**config.mk**
```make
export PLATFORM = sky130hd
export DESIGN_NAME = radix4_booth_accumulator_flat
export DESIGN_NICKNAME = d
export VERILOG_FILES = /design/src/rtl/radix4_booth_accumulator_pkg.sv /design/src/rtl/radix4_booth_accumulator_if.sv /design/src/rtl/radix4_booth_accumulator_pp_align.sv /design/src/rtl/radix4_booth_accumulator.sv /design/src/flat_wrapper.sv
export SDC_FILE = /design/constraint.sdc
export NUM_CORES = 1
export LEC_CHECK = 0
export CAP_MARGIN = 20
export CORE_MARGIN = 5
export CORE_UTILIZATION = 35
export DETAILED_ROUTE_END_ITERATION = 8
export PLACE_DENSITY = 0.52
export SLEW_MARGIN = 20
export SYNTH_ARGS = -nofsm -noshare
export SYNTH_HDL_FRONTEND = slang
export SYNTH_HIERARCHICAL = 1
export SYNTH_SLANG_ARGS = --single-unit
```
**constraint.sdc**
```tcl
create_clock -name clk -period 3.7 [get_ports clk]
set_input_delay 0.74 -clock clk [delete_from_list [all_inputs] [get_ports clk]]
set_output_delay 0.74 -clock clk [all_outputs]
set_load 0.01 [all_outputs]
```
**src/rtl/radix4_booth_accumulator_pkg.sv**
```systemverilog
// Shared definitions for the radix-4 Booth partial-product accumulator:
// FSM state encoding and the digit-count/counter-width derivations.
package radix4_booth_accumulator_pkg;

    typedef enum logic {
        ST_ACCUM  = 1'b0,
        ST_OUTPUT = 1'b1
    } state_e;

    // Maximum number of radix-4 digits (partial products) for a multiplicand of width w.
    function automatic int npp_f(input int w);
        return w / 2;
    endfunction

    // Counter must also hold NPP itself, since prod_ndig reports the digit count.
    function automatic int ndig_w_f(input int w);
        return $clog2(w / 2 + 1);
    endfunction

endpackage

```
**src/rtl/radix4_booth_accumulator_if.sv**
```systemverilog
// Partial-product input stream and product output stream of the Booth accumulator.
interface radix4_booth_accumulator_if #(parameter int width = 8);
    import radix4_booth_accumulator_pkg::*;

    localparam int NDW = ndig_w_f(width);

    logic                 pp_valid;
    logic                 pp_ready;
    logic [width:0]       pp_gen;
    logic                 pp_sign;
    logic                 pp_last;
    logic                 prod_valid;
    logic                 prod_ready;
    logic [2*width-1:0]   prod;
    logic [NDW-1:0]       prod_ndig;

    modport master (
        output pp_valid, pp_gen, pp_sign, pp_last, prod_ready,
        input  pp_ready, prod_valid, prod, prod_ndig
    );

    modport slave (
        input  pp_valid, pp_gen, pp_sign, pp_last, prod_ready,
        output pp_ready, prod_valid, prod, prod_ndig
    );

endinterface

```
**src/rtl/radix4_booth_accumulator_pp_align.sv**
```systemverilog
// Sign-extends one Booth partial product plus its +1 correction to the product
// width and shifts it to the weight of its digit position (4^index).
module booth_pp_align
    import radix4_booth_accumulator_pkg::*;
#(
    parameter int width = 8
) (
    input  logic [width:0]               pp_gen,
    input  logic                         pp_sign,
    input  logic [ndig_w_f(width)-1:0]   index,
    output logic [2*width-1:0]           aligned
);

    localparam int PW = 2 * width;

    logic [PW-1:0] pp_ext;

    assign pp_ext  = {{(width - 1){pp_gen[width]}}, pp_gen} + PW'(pp_sign);
    assign aligned = pp_ext << {index, 1'b0};

endmodule

```
**src/rtl/radix4_booth_accumulator.sv**
```systemverilog
// Accumulates up to NPP radix-4 Booth partial products into one 2*width product.
//   state     | meaning
//   ST_ACCUM  | pp_ready=1, absorbing partial products into acc
//   ST_OUTPUT | prod_valid=1, acc/count held until the consumer takes them
module radix4_booth_accumulator
    import radix4_booth_accumulator_pkg::*;
#(
    parameter int width = 8
) (
    input  logic                         clk,
    input  logic                         rst_n,
    radix4_booth_accumulator_if.slave    bus
);

    localparam int NPP = npp_f(width);
    localparam int NDW = ndig_w_f(width);
    localparam int PW  = 2 * width;
    localparam logic [NDW-1:0] LAST_IDX = NDW'(NPP - 1);

    state_e          state_q, state_d;
    logic [PW-1:0]   acc_q, acc_d;
    logic [NDW-1:0]  cnt_q, cnt_d;
    logic [PW-1:0]   pp_aligned;

    booth_pp_align #(.width(width)) u_align (
        .pp_gen  (bus.pp_gen),
        .pp_sign (bus.pp_sign),
        .index   (cnt_q),
        .aligned (pp_aligned)
    );

    always_ff @(posedge clk or negedge rst_n) begin
        if (!rst_n) begin
            state_q <= ST_ACCUM;
            acc_q   <= '0;
            cnt_q   <= '0;
        end else begin
            state_q <= state_d;
            acc_q   <= acc_d;
            cnt_q   <= cnt_d;
        end
    end

    always_comb begin
        state_d = state_q;
        acc_d   = acc_q;
        cnt_d   = cnt_q;
        if (state_q == ST_ACCUM) begin
            if (bus.pp_valid) begin
                acc_d = acc_q + pp_aligned;
                cnt_d = cnt_q + NDW'(1);
                if (bus.pp_last || (cnt_q == LAST_IDX)) begin
                    state_d = ST_OUTPUT;
                end
            end
        end else begin
            if (bus.prod_ready) begin
                acc_d   = '0;
                cnt_d   = '0;
                state_d = ST_ACCUM;
            end
        end
    end

    // Handshake outputs decode the state register only, so no input reaches them combinationally.
    assign bus.pp_ready   = (state_q == ST_ACCUM);
    assign bus.prod_valid = (state_q == ST_OUTPUT);
    assign bus.prod       = acc_q;
    assign bus.prod_ndig  = cnt_q;

endmodule

```
**src/flat_wrapper.sv**
```systemverilog
// flat-port wrapper written by rule: the top's interface ports become plain ports
module radix4_booth_accumulator_flat import radix4_booth_accumulator_pkg::*;
#(
    parameter int width = 8
)
  (clk, rst_n, bus_pp_valid, bus_pp_gen, bus_pp_sign, bus_pp_last, bus_prod_ready, bus_pp_ready, bus_prod_valid, bus_prod, bus_prod_ndig);
  radix4_booth_accumulator_if #(.width(width)) bus_i ();
  input  logic clk;
  input  logic rst_n;
  input wire logic [$bits(bus_i.pp_valid)-1:0] bus_pp_valid;
  input wire logic [$bits(bus_i.pp_gen)-1:0] bus_pp_gen;
  input wire logic [$bits(bus_i.pp_sign)-1:0] bus_pp_sign;
  input wire logic [$bits(bus_i.pp_last)-1:0] bus_pp_last;
  input wire logic [$bits(bus_i.prod_ready)-1:0] bus_prod_ready;
  output wire logic [$bits(bus_i.pp_ready)-1:0] bus_pp_ready;
  output wire logic [$bits(bus_i.prod_valid)-1:0] bus_prod_valid;
  output wire logic [$bits(bus_i.prod)-1:0] bus_prod;
  output wire logic [$bits(bus_i.prod_ndig)-1:0] bus_prod_ndig;
  assign bus_i.pp_valid = bus_pp_valid;
  assign bus_i.pp_gen = bus_pp_gen;
  assign bus_i.pp_sign = bus_pp_sign;
  assign bus_i.pp_last = bus_pp_last;
  assign bus_i.prod_ready = bus_prod_ready;
  assign bus_pp_ready = bus_i.pp_ready;
  assign bus_prod_valid = bus_i.prod_valid;
  assign bus_prod = bus_i.prod;
  assign bus_prod_ndig = bus_i.prod_ndig;
  radix4_booth_accumulator #(.width(width)) u_core (.clk(clk), .rst_n(rst_n), .bus(bus_i));
endmodule
```
==> run summary, run 1 <==
Status - finished clean
CP max FO - 4
Worst skew pair latency - 0.27 ns
Horiz. Die Dim - 88.39 µm
Root Buffer - clkbuf_8
Core Util, Final - 53.34%
Maximum clock frequency - 282.6 MHz
Ys flop type - dfrtp_1
Sink Count - 20
Hold_buf cts - 0
Cell area after synthesis - 2151 µm²
First-pass GRT wire length - 11.58 mm
RSZ-0062 raised after global routing - false
Worst Path Arrival - 3.71 ns
Register area share after synthesis - 23.27%
Final Hold Fails - 0
# setup viols final - 0
Drt first pass iters - 4
Clock transition at the registers of the reported paths - 0.10 ns
R2r worst-path depth - 12
Die area - 7813 µm²
Routed Antenna Nets - 0
Worst r2r src - u_core/bus.prod_ndig[1]$_DFFE_PN0P_
Via count - 2418
CORE AREA - 5956 µm²
Ys Warns - 6
Total wire length - 6.909 mm
Vias/cell - 5.508
Slew HR - 46.47%
Placer Congestion - 0.8821
Largest net degree at the start of global routing - 21
Top cell type's share of synthesized area - 23.27%
Post-synthesis async set-or-reset flop share - 100.0%
Via count of the first global-routing pass - 2343
Ant. Diodes - 0
Total grt overflow - 0
DRT iter0 DRCs - 146
Initial Utilization - 36.11%
WP data required - 3.87 ns
CP startpoint kind - primary input
CTS buffer count - 3
Seq cells post-synth - 20
Syn avg cell area - 7.821 µm²
Chip height - 88.39 µm
Layout cells sized above 1 - 26.65%
Syn-to-layout area delta - 47.70%
Maximum root-to-sink buffer count - 2
Final Non-Filler Cells - 439
Initial antenna violation count - 0
Top post-synthesis cells by area - dfrtp_1 (23%), ha_1 (11%), o21ai_0 (5.6%), nand2_1 (5.6%), nor2_1 (3.7%)
I/O Buffers - 35
Distinct cell type count after synthesis - 61
Period utilization - 95.64%
WL per Instance - 15.74 µm
HPWL after DPL - 5.269 mm
Register-to-register setup slack - 0.59 ns
Slew @ Worst Pin - 0.8029 ns
Syn_nets - 310
WHS - 0.4263 ns
Synth area leader - dfrtp_1
Fillers - 598
Post-synthesis cell count - 275
DRC viols - 0
Clock skew - 0.01582 ns
Fin crit period - 3.539 ns
Final Max Slew Viols - 0
GRT Total Usage - 18.62%
Reg-to-reg endpoint - u_core/bus.prod[15]$_DFFE_PN0P_
Worst min path class - primary input to async pin
Dpl cells - 433
Leakage - 1.441 nW
CTS tree - yes
Peak supply drop - 0.4698 mV
Max cap viols - 0
Worst Setup End Kind - flop
EDFF count, synth - 0
Power Dens Cells - 915.4 nW/µm²
Top Ports - 36
Num rows - 28
Htree depth - 1
Worst Setup Path Type - primary input to flop
Nets@finish - 400
-- where the power goes --
part	internal [W]	total [W]	switching [W]
combinational	0.00121	0.00230	0.00109
clock	0.0000950	0.000183	0.0000884
sequential	0.000315	0.000429	0.000114
total	0.00162	0.00291	0.00129
-- cells in the final DEF (no fill, tap or decap), types with 12 or more instances in the layout --
cell             synthesis  routed
nor2_1                  21      20
o21ai_0                 24      20
a21oi_1                 15      13
clkdlybuf4s50_1          0      31
nand3_1                 14      12
nand2_1                 32      32
ha_1                    19      15
inv_1                   15      15
buf_4                    0      59
dfrtp_1                 20      20
-- kinds of logic (layout without fill, tap and decap cells) --
logic type                 after synthesis  in the layout  share of synthesized area (%)
muxes                                    7              7                          3.432
and+or+nand+nor                         93             93                          20.36
buffers and inverters                   27            116                          5.177
AOI/OAI and AO/OA                       98             98                          31.71
DFF                                     20             20                          23.27
adders and majority gates               20             20                          11.98
xor gates and xnor gates                10             10                          4.072
-- worst max-delay path: stages --
cell and delay (ns):
dlygate4sd2_1 0.26, ha_4 0.18, ha_4 0.16, buf_6 0.12, xor2_2 0.14, mux2i_1 0.22, nor2_1 0.07, a31oi_1 0.14
o211ai_1 0.15, ha_1 0.36, nand2_1 0.07, o21a_1 0.22, o31a_1 0.31, and3_4 0.15, o211a_1 0.20, a211o_1 0.22
-- metal layers --
metal	GRT usage [%]	wire length, µm	up-vias	part of all wire (%)
met5	0	0	-	0
met3	2.142	409	4	5.9
met2	29.78	3135	69	45
met1	27.26	3295	1138	48
met4	3.297	70	0	1.0
li1	-	-	1207	-
-- flip-flops by register name (all words and copies together) (netlist names) --
| signal | cells |
|---|---|
| u_core/bus.prod | 16 |
| u_core/bus.prod_valid | 1 |
| u_core/bus.prod_ndig | 3 |
-- how the worst max path moves through the flow --
stage / startpoint / end / cells after the start
6_report: bus_pp_sign / u_core/bus.prod[15]$_DFFE_PN0P_ / 16
5_1_grt: bus_pp_gen[2] / u_core/bus.prod[15]$_DFFE_PN0P_ / 14
4_1_cts: bus_pp_gen[1] / u_core/bus.prod[15]$_DFFE_PN0P_ / 15
3_5_place_dp: bus_pp_gen[0] / u_core/bus.prod[15]$_DFFE_PN0P_ / 15
3_3_place_gp: bus_pp_gen[0] / u_core/bus.prod[15]$_DFFE_PN0P_ / 16
2_1_floorplan: bus_pp_gen[0] / u_core/bus.prod[15]$_DFFE_PN0P_ / 14
-- layout make-up --
cell class / count / area, µm² / share of cell area, %
Multi-Input combinational cell: 228 / 1664 / 52.38
Sequential cell: 20 / 500.5 / 15.75
Tap cell: 75 / 93.84 / 2.954
Inverter: 17 / 63.81 / 2.009
Timing Repair Buffer: 95 / 799.5 / 25.17
Clock buffer: 4 / 55.05 / 1.733
-- cell usage after synthesis (2+ instances only) --
library cell  number
nor2b_1            3
or3_1              3
o2111ai_1          2
buf_2              3
o211ai_1           5
nand2_1           32
a211o_2            2
a21o_1             3
a21oi_2            2
xor2_1             5
clkinv_1           2
nand3_1           14
nor2_1            21
nor3_1             7
o22ai_1            3
a21oi_1           15
a22o_1             3
a31oi_1            6
a32oi_1            2
o21a_1             4
mux2i_1            4
xnor2_1            5
inv_1             15
clkbuf_1           6
o21ai_0           24
a22oi_1            2
nand3b_1           3
ha_1              19
o21bai_1           2
dfrtp_1           20
a211oi_1           4
mux2_2             3
o41ai_1            3
-- timing repair --
item	in CTS	in global routing
gates resized for setup	24	7
setup buffers	2	0
setup endpoints to repair	5	4
cloned	0	0
pin swaps	15	2
-- per-stage QoR --
| step | power (W) | setup slack, ns | cell area [µm²] | setup TNS [ns] |
|---|---|---|---|---|
| after floorplan | 0.001604 | 0.1697 | 2151 | 0 |
| after global placement | 0.002577 | -0.4813 | 2983 | -2.521 |
| after detailed placement | 0.002574 | -0.5161 | 2983 | -2.626 |
| after CTS | 0.002884 | 0.1003 | 3149 | 0 |
| after global routing | 0.003188 | 0.005961 | 3177 | 0 |
| final | 0.002908 | 0.1613 | 3177 | 0 |
(Power assumes the default switching activity.)
==> run 2: changes to the inputs <==
Settings changed: CTS_BUF_LIST set to sky130_fd_sc_hd__clkbuf_4.
==> run summary, run 2 (synthesis results as in run 1) <==
Status - finished clean
Slew HR - 48.25%
Vias/cell - 5.550
Chip height - 88.39 µm
Worst skew pair latency - 0.31 ns
Initial Utilization - 36.11%
Root Buffer - clkbuf_4
Worst Setup End Kind - flop
Maximum root-to-sink buffer count - 2
I/O Buffers - 35
WP data required - 3.92 ns
Drt first pass iters - 4
Worst setup margin - 0.1111 ns
Dpl cells - 433
CP max FO - 4
Routed Antenna Nets - 0
Syn-to-layout area delta - 49.10%
Die area - 7813 µm²
Sink Count - 20
Initial antenna violation count - 0
Peak supply drop - 0.4487 mV
Fin crit period - 3.589 ns
Worst r2r src - u_core/bus.prod_ndig[1]$_DFFE_PN0P_
Total power - 0.002916 W
Htree depth - 1
Total wire length - 7.025 mm
Most frequent cells in the layout - buf_4 (58), clkdlybuf4s50_1 (32), nand2_1 (31)
Final Max Slew Viols - 0
Hold_buf cts - 0
Top Ports - 36
Horiz. Die Dim - 88.39 µm
Placer Congestion - 0.8821
# setup viols final - 0
Via count of the first global-routing pass - 2340
Core Util, Final - 53.84%
Max reg flops - 16
Ant. Diodes - 0
Final Non-Filler Cells - 438
DRT iter0 DRCs - 141
Worst min path class - primary input to async pin
WL per Instance - 16.04 µm
Leading cell type in the layout, fill and taps excluded - buf_4
Clock skew - 0.01274 ns
GRT Total Usage - 18.61%
DRC viols - 0
Layout cells sized above 1 - 29.20%
Max cap viols - 0
Reg area - 500.5 µm²
Total grt overflow - 0
Period utilization - 97.00%
Reg-to-reg endpoint - u_core/bus.prod[15]$_DFFE_PN0P_
CP startpoint kind - primary input
Area taken by multi-input logic gates - 1725 µm²
Maximum clock frequency - 278.6 MHz
CTS buffer count - 3
R2r worst-path depth - 12
Leakage - 1.436 nW
Final Hold Fails - 0
Slew @ Worst Pin - 0.7762 ns
Worst slack at placement - -0.5161 ns
Power Dens Cells - 909.4 nW/µm²
Worst Setup Path Type - primary input to flop
Nets@finish - 399
Via count - 2431
Largest net degree at the start of global routing - 21
Worst Path Arrival - 3.81 ns
CORE AREA - 5956 µm²
Num rows - 28
Clock transition at the registers of the reported paths - 0.14 ns
First-pass GRT wire length - 11.53 mm
Fillers - 596
Register-to-register setup slack - 0.55 ns
CTS tree - yes
HPWL after DPL - 5.269 mm
==> run 2: area by class of cell <==
type | instances | share of cell area, %
multi-input combinational | 228 | 53.80
sequential | 20 | 15.61
clock inverter | 1 | 0.1171
inverter | 17 | 1.990
timing repair buffer | 94 | 24.85
clock buffer | 3 | 0.7023
tap | 75 | 2.926
==> run 2: what timing repair did <==
action,in CTS,in global routing
gates resized for setup,6,38
setup buffers,1,0
pin swaps,2,17
endpoints found under the setup margin,2,8
==> run 2: how the worst max path moves through the flow <==
stage | startpoint | endpoint
floorplan | bus_pp_gen[0] | u_core/bus.prod[15]$_DFFE_PN0P_
detailed placement | bus_pp_gen[0] | u_core/bus.prod[15]$_DFFE_PN0P_
finish | bus_pp_gen[1] | u_core/bus.prod[15]$_DFFE_PN0P_
CTS | bus_pp_gen[0] | u_core/bus.prod[15]$_DFFE_PN0P_
global route | bus_pp_gen[1] | u_core/bus.prod[15]$_DFFE_PN0P_
global placement | bus_pp_gen[0] | u_core/bus.prod[15]$_DFFE_PN0P_
==> run 2: worst max-delay path, stage by stage <==
cell and delay, ns:
clkdlybuf4s50_1 0.48, ha_4 0.20, buf_6 0.12, xor2_2 0.15, mux2i_1 0.22, nor2_1 0.07, a31oi_1 0.14, o211ai_1 0.14
ha_1 0.36, nand2_1 0.06, o21a_1 0.20, o31a_1 0.31, and3_4 0.18, o211a_1 0.20, a211o_1 0.21
==> run 2: routing by layer <==
| layer | up-vias | GRT usage (%) | part of all wire, % |
|---|---|---|---|
| li1 | 1211 | - | - |
| met1 | 1168 | 26.89 | 49 |
| met2 | 48 | 29.50 | 46 |
| met3 | 4 | 2.235 | 3.5 |
| met4 | 0 | 4.533 | 1.1 |
| met5 | - | 0 | 0 |
==> run 2: through the flow <==
step	TNS, ns	cell area [µm²]	hold WS [ns]
6_report	0	3207	0.3785
5_1_grt	-0.002505	3207	0.3914
2_1_floorplan	0	2151	0.4444
4_1_cts	0	3034	0.5529
3_5_place_dp	-2.626	2983	0.5159
3_3_place_gp	-2.521	2983	0.5129
==> run 2: where the power goes <==
part	total (W)	internal (W)	switching (W)
Combinational	0.00236	0.00124	0.00112
Clock	0.000117	0.0000394	0.0000781
Sequential	0.000436	0.000315	0.000122
Total	0.00292	0.00159	0.00132
==> run 3: changes to the inputs <==
Settings changed: HOLD_SLACK_MARGIN set to 0.12.
==> results of run 3 <==
Same layout as run 2: the final DEF is identical, and so are final timing and power.
